## src/rtl/uart_pkg.sv

```systemverilog
// Definitions shared by the UART receiver: FSM states, legal frame ranges and a bit-voting helper.
// The PARITY state exists only when UART_RX_PARITY_EN is defined.
package uart_pkg;

  localparam int DATA_BITS_MIN = 5;
  localparam int DATA_BITS_MAX = 9;
  localparam int STOP_BITS_MIN = 1;
  localparam int STOP_BITS_MAX = 2;

  typedef enum logic [2:0] {
    RX_IDLE   = 3'd0,
    RX_START  = 3'd1,
    RX_DATA   = 3'd2,
`ifdef UART_RX_PARITY_EN
    RX_PARITY = 3'd3,
`endif
    RX_STOP   = 3'd4
  } rx_state_e;

  function automatic logic majority3(input logic a, input logic b, input logic c);
    return (a & b) | (a & c) | (b & c);
  endfunction

endpackage

```

## src/rtl/uart_baud_gen.sv

```systemverilog
// Oversample tick divider: one-cycle tick every CLK_FREQ/(UART_BPS*OVERSAMPLE) clocks (min 1),
// phase-aligned by restart_i so the first tick lands a full period after a start edge.
module uart_baud_gen #(
  parameter int CLK_FREQ   = 50000000,
  parameter int UART_BPS   = 9600,
  parameter int OVERSAMPLE = 16
) (
  input  logic clk,
  input  logic res,
  input  logic restart_i,
  output logic tick_o
);

  localparam int DIV_RAW = CLK_FREQ / (UART_BPS * OVERSAMPLE);
  localparam int DIV     = (DIV_RAW < 1) ? 1 : DIV_RAW;
  localparam int CW      = (DIV > 1) ? $clog2(DIV) : 1;
  localparam logic [CW-1:0] CNT_LAST = CW'(DIV - 1);

  logic [CW-1:0] cnt_q, cnt_d;

  assign tick_o = (cnt_q == CNT_LAST) && !restart_i;

  // NOTE: every combinational output gets a value on every path, otherwise a latch is inferred.
  always_comb begin
    if (restart_i || cnt_q == CNT_LAST) cnt_d = '0;
    else                                cnt_d = cnt_q + CW'(1);
  end

  // NOTE: flops use non-blocking assignments so all of them sample pre-edge values.
  always_ff @(posedge clk or posedge res) begin
    if (res) cnt_q <= '0;
    else     cnt_q <= cnt_d;
  end

endmodule

```

## src/rtl/uart_rx_cfg.sv

```systemverilog
// Oversampling UART receiver with valid/ready output, frame error and overrun reporting.
// Define UART_RX_PARITY_EN to add a parity bit (PARITY_ODD selects odd parity).
module uart_rx_cfg
  import uart_pkg::*;
#(
  parameter int CLK_FREQ   = 50000000,
  parameter int UART_BPS   = 9600,
  parameter int DATA_BITS  = 8,
  parameter int STOP_BITS  = 1,
  parameter int OVERSAMPLE = 16
`ifdef UART_RX_PARITY_EN
  ,
  parameter bit PARITY_ODD = 1'b0
`endif
) (
  input  logic                 clk,
  input  logic                 res,
  input  logic                 uart_rxd,
  output logic [DATA_BITS-1:0] rx_data,
  output logic                 rx_valid,
  input  logic                 rx_ready,
  output logic                 frame_err,
  output logic                 parity_err,
  output logic                 overrun
);

  localparam int IW = $clog2(OVERSAMPLE);
  localparam logic [IW-1:0] IDX_S0  = IW'(OVERSAMPLE / 2 - 1);
  localparam logic [IW-1:0] IDX_S1  = IW'(OVERSAMPLE / 2);
  localparam logic [IW-1:0] IDX_S2  = IW'(OVERSAMPLE / 2 + 1);
  localparam logic [IW-1:0] IDX_END = IW'(OVERSAMPLE - 1);
  localparam logic [3:0]    LAST_DATA = 4'(DATA_BITS - 1);
  localparam logic [3:0]    LAST_STOP = 4'(STOP_BITS - 1);

  rx_state_e            state_q, state_d;
  logic                 sync1_q, sync2_q, prev_q;
  logic [IW-1:0]        tick_idx_q, tick_idx_d;
  logic [3:0]           bit_cnt_q, bit_cnt_d;
  logic [1:0]           samp_q, samp_d;
  logic [DATA_BITS-1:0] shift_q, shift_d;
  logic                 stop_err_q, stop_err_d;
  logic [DATA_BITS-1:0] rx_data_q, rx_data_d;
  logic                 rx_valid_q, rx_valid_d;
  logic                 frame_err_q, frame_err_d;
  logic                 overrun_q, overrun_d;
  logic                 tick, start_edge, bit_decide, bit_end, bit_val;
  logic                 restart, shift_en, stop_en, frame_done;
`ifdef UART_RX_PARITY_EN
  logic                 parity_bit_q, parity_bit_d;
  logic                 parity_err_q, parity_err_d;
  logic                 par_en;
`endif

  // Synchroniser resets to the idle level so reset release never looks like a start edge.
  always_ff @(posedge clk or posedge res) begin
    if (res) begin
      sync1_q <= 1'b1;
      sync2_q <= 1'b1;
      prev_q  <= 1'b1;
    end else begin
      sync1_q <= uart_rxd;
      sync2_q <= sync1_q;
      prev_q  <= sync2_q;
    end
  end

  uart_baud_gen #(
    .CLK_FREQ   (CLK_FREQ),
    .UART_BPS   (UART_BPS),
    .OVERSAMPLE (OVERSAMPLE)
  ) u_baud_gen (
    .clk       (clk),
    .res       (res),
    .restart_i (restart),
    .tick_o    (tick)
  );

  assign start_edge = prev_q & ~sync2_q;
  assign bit_decide = tick && (tick_idx_q == IDX_S2);
  assign bit_end    = tick && (tick_idx_q == IDX_END);
  assign bit_val    = majority3(samp_q[0], samp_q[1], sync2_q);

  always_ff @(posedge clk or posedge res) begin
    if (res) state_q <= RX_IDLE;
    else     state_q <= state_d;
  end

  always_comb begin
    state_d = state_q;
    case (state_q)
      RX_IDLE:   if (start_edge) state_d = RX_START;
      RX_START: begin
        if (bit_decide && bit_val) state_d = RX_IDLE;
        else if (bit_end)          state_d = RX_DATA;
      end
`ifdef UART_RX_PARITY_EN
      RX_DATA:   if (bit_end && bit_cnt_q == LAST_DATA) state_d = RX_PARITY;
      RX_PARITY: if (bit_end) state_d = RX_STOP;
`else
      RX_DATA:   if (bit_end && bit_cnt_q == LAST_DATA) state_d = RX_STOP;
`endif
      // The frame ends mid last stop bit so a back-to-back start edge is not missed.
      RX_STOP:   if (bit_decide && bit_cnt_q == LAST_STOP) state_d = RX_IDLE;
      default:   state_d = RX_IDLE;
    endcase
  end

  always_comb begin
    restart    = 1'b0;
    shift_en   = 1'b0;
    stop_en    = 1'b0;
    frame_done = 1'b0;
`ifdef UART_RX_PARITY_EN
    par_en     = 1'b0;
`endif
    case (state_q)
      RX_IDLE:   restart  = start_edge;
      RX_DATA:   shift_en = bit_decide;
`ifdef UART_RX_PARITY_EN
      RX_PARITY: par_en   = bit_decide;
`endif
      RX_STOP: begin
        stop_en    = bit_decide;
        frame_done = bit_decide && (bit_cnt_q == LAST_STOP);
      end
      default: ;
    endcase
  end

  always_comb begin
    tick_idx_d = tick_idx_q;
    bit_cnt_d  = bit_cnt_q;
    samp_d     = samp_q;
    shift_d    = shift_q;
    stop_err_d = stop_err_q;
`ifdef UART_RX_PARITY_EN
    parity_bit_d = parity_bit_q;
    if (par_en) parity_bit_d = bit_val;
`endif
    if (restart) tick_idx_d = '0;
    else if (tick && state_q != RX_IDLE)
      tick_idx_d = (tick_idx_q == IDX_END) ? '0 : tick_idx_q + IW'(1);
    if (state_d != state_q) bit_cnt_d = '0;
    else if (bit_end)       bit_cnt_d = bit_cnt_q + 4'd1;
    if (tick && tick_idx_q == IDX_S0) samp_d[0] = sync2_q;
    if (tick && tick_idx_q == IDX_S1) samp_d[1] = sync2_q;
    if (shift_en) shift_d = {bit_val, shift_q[DATA_BITS-1:1]};
    if (restart)                  stop_err_d = 1'b0;
    else if (stop_en && !bit_val) stop_err_d = 1'b1;
  end

  // A held word is only replaced when the consumer takes it in the completion cycle.
  always_comb begin
    rx_data_d   = rx_data_q;
    frame_err_d = frame_err_q;
    rx_valid_d  = rx_valid_q && !rx_ready;
    overrun_d   = 1'b0;
`ifdef UART_RX_PARITY_EN
    parity_err_d = parity_err_q;
`endif
    if (frame_done) begin
      if (!rx_valid_q || rx_ready) begin
        rx_data_d   = shift_q;
        frame_err_d = stop_err_q | ~bit_val;
        rx_valid_d  = 1'b1;
`ifdef UART_RX_PARITY_EN
        parity_err_d = ((^shift_q) ^ parity_bit_q) != PARITY_ODD;
`endif
      end else begin
        overrun_d = 1'b1;
      end
    end
  end

  always_ff @(posedge clk or posedge res) begin
    if (res) begin
      tick_idx_q  <= '0;
      bit_cnt_q   <= '0;
      samp_q      <= 2'b11;
      shift_q     <= '0;
      stop_err_q  <= 1'b0;
      rx_data_q   <= '0;
      rx_valid_q  <= 1'b0;
      frame_err_q <= 1'b0;
      overrun_q   <= 1'b0;
`ifdef UART_RX_PARITY_EN
      parity_bit_q <= 1'b0;
      parity_err_q <= 1'b0;
`endif
    end else begin
      tick_idx_q  <= tick_idx_d;
      bit_cnt_q   <= bit_cnt_d;
      samp_q      <= samp_d;
      shift_q     <= shift_d;
      stop_err_q  <= stop_err_d;
      rx_data_q   <= rx_data_d;
      rx_valid_q  <= rx_valid_d;
      frame_err_q <= frame_err_d;
      overrun_q   <= overrun_d;
`ifdef UART_RX_PARITY_EN
      parity_bit_q <= parity_bit_d;
      parity_err_q <= parity_err_d;
`endif
    end
  end

  assign rx_data   = rx_data_q;
  assign rx_valid  = rx_valid_q;
  assign frame_err = frame_err_q;
  assign overrun   = overrun_q;
`ifdef UART_RX_PARITY_EN
  assign parity_err = parity_err_q;
`else
  assign parity_err = 1'b0;
`endif

endmodule

```

## config.mk

```make
export PLATFORM = sky130hd
export DESIGN_NAME = uart_rx_cfg
export DESIGN_NICKNAME = d
export VERILOG_FILES = /design/src/rtl/uart_pkg.sv /design/src/rtl/uart_baud_gen.sv /design/src/rtl/uart_rx_cfg.sv
export SDC_FILE = /design/constraint.sdc
export NUM_CORES = 1
export LEC_CHECK = 0
export ABC_AREA = 1
export CAP_MARGIN = 20
export CORE_MARGIN = 4
export CORE_UTILIZATION = 49
export CTS_BUF_LIST = sky130_fd_sc_hd__clkbuf_4 sky130_fd_sc_hd__clkbuf_8
export DETAILED_ROUTE_END_ITERATION = 8
export PLACE_DENSITY_LB_ADDON = 0.15
export SKIP_CTS_REPAIR_TIMING = 1
export SYNTH_ARGS = -nofsm -noshare
export SYNTH_HDL_FRONTEND = slang
export SYNTH_SLANG_ARGS = --single-unit
```

## constraint.sdc

```tcl
create_clock -name clk -period 4.35 [get_ports clk]
set_input_delay 0.87 -clock clk [delete_from_list [all_inputs] [get_ports clk]]
set_output_delay 0.87 -clock clk [all_outputs]
set_load 0.05 [all_outputs]
```

==> results.md <==
* Placed cell count at 307
* Run status: finished, final reports clean
* Register-to-register setup slack at 2.53 ns
* Hold Slack at 0.361 ns
* Largest area contributor in the netlist: dfrtp_1
* Number of I/O port buffers at 14
* DR vias at 1538
* Grt total ovfl at 0
* Final worst setup slack at 2.00 ns
* DR pass1 iterations at 4
* FF+latch count, synth at 45
* RSZ-0062 raised after global routing: no
* Final nets at 273
* Setup TNS at 0 ns
* DRT iter0 DRCs at 70
* Total GRT Usage at 0.147
* Die Ht at 74.9 um
* First-pass GRT wire length at 6320 um
* Residual DRC count at 0
* Syn Std Cell Area at 0.00219 mm^2
* Worst Setup End Kind: output pin
* Critical path class: reg2out
* Synth top area share at 0.456
* Syn nets at 255
* Crit-path leading delay family: buffers and inverters
* Area grow syn2layout at 14.7%
* Endpoints failing hold at 0
* Final WL at 3760 um
* Core area at 0.00435 mm^2
* Die W at 74.9 um
* Clk Latency, worst-skew pair at 0.29 ns
* Period utilization at 0.541
* Clock buffer depth at 2
* Slew Limit Fails at 0
* Setup Viol. Count Final at 0
* Slew margin rel. at 0.561
* CP max FO at 2
* Pre-CTS setup slack at 2.17 ns
* Clock Skew at 0.00730 ns
* TritonCTS Buffers at 5
* Clk slew on worst S/H paths at 0.09 ns
* YS warnings at 0
* Data arrival, critical path at 1.48 ns
* Nature of the critical path startpoint: register
* Crit-path max cell delay at 0.81 ns
* Worst IR Drop VDD at 0.406 mV
* Vias in the first global route at 1442
* Antenna violations before repair at 0
* Via density at 4.88
* Unique masters post-synth at 34
* Cells after Synth at 244
* Layout cells sized above 1 at 0.144
* # clock sinks at 45
* Worst Tran Pin Value at 0.654 ns
* Largest net degree at the start of global routing at 46
* Layout Cells excl Fill at 315
* FP Rows at 24
* Fmax at 425 MHz
* ANT nets after route at 0
* Power Dens Cells at 394 mW/mm^2
* CP Buf/Inv Count at 1
* Boundary pin count at 16
* Fin util at 0.578
* Synth Area per Inst at 8.99 um^2
* H-tree Lvls at 2
* CP required at 3.48 ns
* DP HPWL at 2710 um
* HP Class: reg2reg
* # diodes at 0
* Root Buffer: clkbuf_8
* Routability Congestion at 0.761
* TritonCTS clock tree: done
* Worst-path cell with the longest stage delay: clkdlybuf4s50_1
* Starting Density at 0.504
* Minimum clock period at 2.35 ns
* Critical path cell sequence: clkdlybuf4s50_1
* Synth area leaders: dfrtp_1 46%, nand2_1 8.4%, inv_1 6.3%
* Leak pwr at 1.17 nW
* Sequential share of the synthesized area at 0.516
* Max Cap Violations at 0
* Drt wl/cell at 11.9 um
* Die area at 0.00561 mm^2
## placed cells by master, fill, tap and decap left out, types with 2 or more instances in the layout
cell type / n
nor2_2: 2
nor3b_1: 5
nand2_1: 49
nand4_1: 4
clkinv_1: 2
nand3_1: 8
nor2_1: 22
ha_1: 7
nand2_2: 3
clkdlybuf4s50_1: 14
o21ai_2: 9
xor2_1: 3
inv_1: 36
dfrtp_1: 40
a21oi_1: 6
nor3_1: 6
dfstp_2: 5
o21ai_0: 14
bufinv_16: 2
clkbuf_8: 5
nand3_2: 4
o21ai_1: 2
a31oi_1: 2
## cell families (layout without fill, tap and decap cells)
family | after synthesis | count (layout) | share of synthesized area
multiplexers | 1 | 1 | 0.00513
flip-flops | 45 | 45 | 0.516
adder cells (fa/ha/maj) | 7 | 7 | 0.0399
other | 1 | 1 | 0.00171
XOR/XNOR | 3 | 3 | 0.0120
buffers and inverters | 43 | 62 | 0.0804
AO/OA/AOI/OAI | 35 | 35 | 0.0986
AND/OR/NAND/NOR | 109 | 109 | 0.246
## routing by layer
layer | track usage | vias up | wire [um]
li1 | - | 812 | -
met1 | 0.199 | 700 | 1800
met2 | 0.232 | 22 | 1810
met3 | 0.0401 | 4 | 112
met4 | 0.0415 | 0 | 36
met5 | 0 | - | 0
## cells in the mapped netlist
library cell and instances:
nand2_1 49, dfrtp_1 40, inv_1 37, nor2_1 22
o21ai_0 14, o21ai_2 9, nand3_1 8, ha_1 7
a21oi_1 6, nor3_1 6, dfstp_2 5, nor3b_1 5
nand3_2 4, nand4_1 4, nand2_2 3, xor2_1 3
a31oi_1 2, buf_2 2, nor2_2 2, o21ai_1 2
and3_1 1, buf_4 1, buf_6 1, clkinv_1 1
clkinv_2 1, conb_1 1, mux2_2 1, nand4_4 1
nor2_8 1, nor3_2 1, nor4_1 1, o2111ai_1 1
o22ai_1 1, or2_2 1
## final cells by class
cell class | instances | area (um^2)
clock inverter | 3 | 68.8
timing repair buffer | 15 | 148
clock buffer | 5 | 68.8
inverter | 39 | 148
tap | 52 | 65.1
fill | 397 | 1840
multi-input combinational | 156 | 886
sequential | 45 | 1130
## through the flow
stage          cell area, um^2  power, mW
6_report                  2520      0.992
5_1_grt                   2520       1.05
4_1_cts                   2520       1.00
3_5_place_dp              2380      0.625
3_3_place_gp              2380      0.618
2_1_floorplan             2190      0.593
## power by group
part / internal [mW] / switching, mW
clock: 0.231 / 0.146
combinational: 0.0482 / 0.0782
sequential: 0.455 / 0.0340
## final timing paths
path                                     start    endpoint  cells past startpoint
max in group asynchronous                  res      prev_q                      3
setup reg to reg           u_baud_gen.cnt_q[0]  rx_data[5]                     11
setup / recovery                    rx_data[6]  rx_data[6]                      1
hold / removal                         sync1_q     sync2_q                      0
hold reg to reg                        sync1_q     sync2_q                      0
min in group asynchronous                  res  shift_q[6]                      3
## flip-flops by register name, summed over array words and instances (netlist names)
signal	cells
stop_err_q	1
bit_cnt_q	4
rx_valid	1
sync1_q	1
rx_data	8
frame_err	1
state_q	3
overrun	1
sync2_q	1
shift_q	8
tick_idx_q	4
prev_q	1
samp_q	2
u_baud_gen.cnt_q	9
No activity file was read; power rests on OpenSTA's default activity.
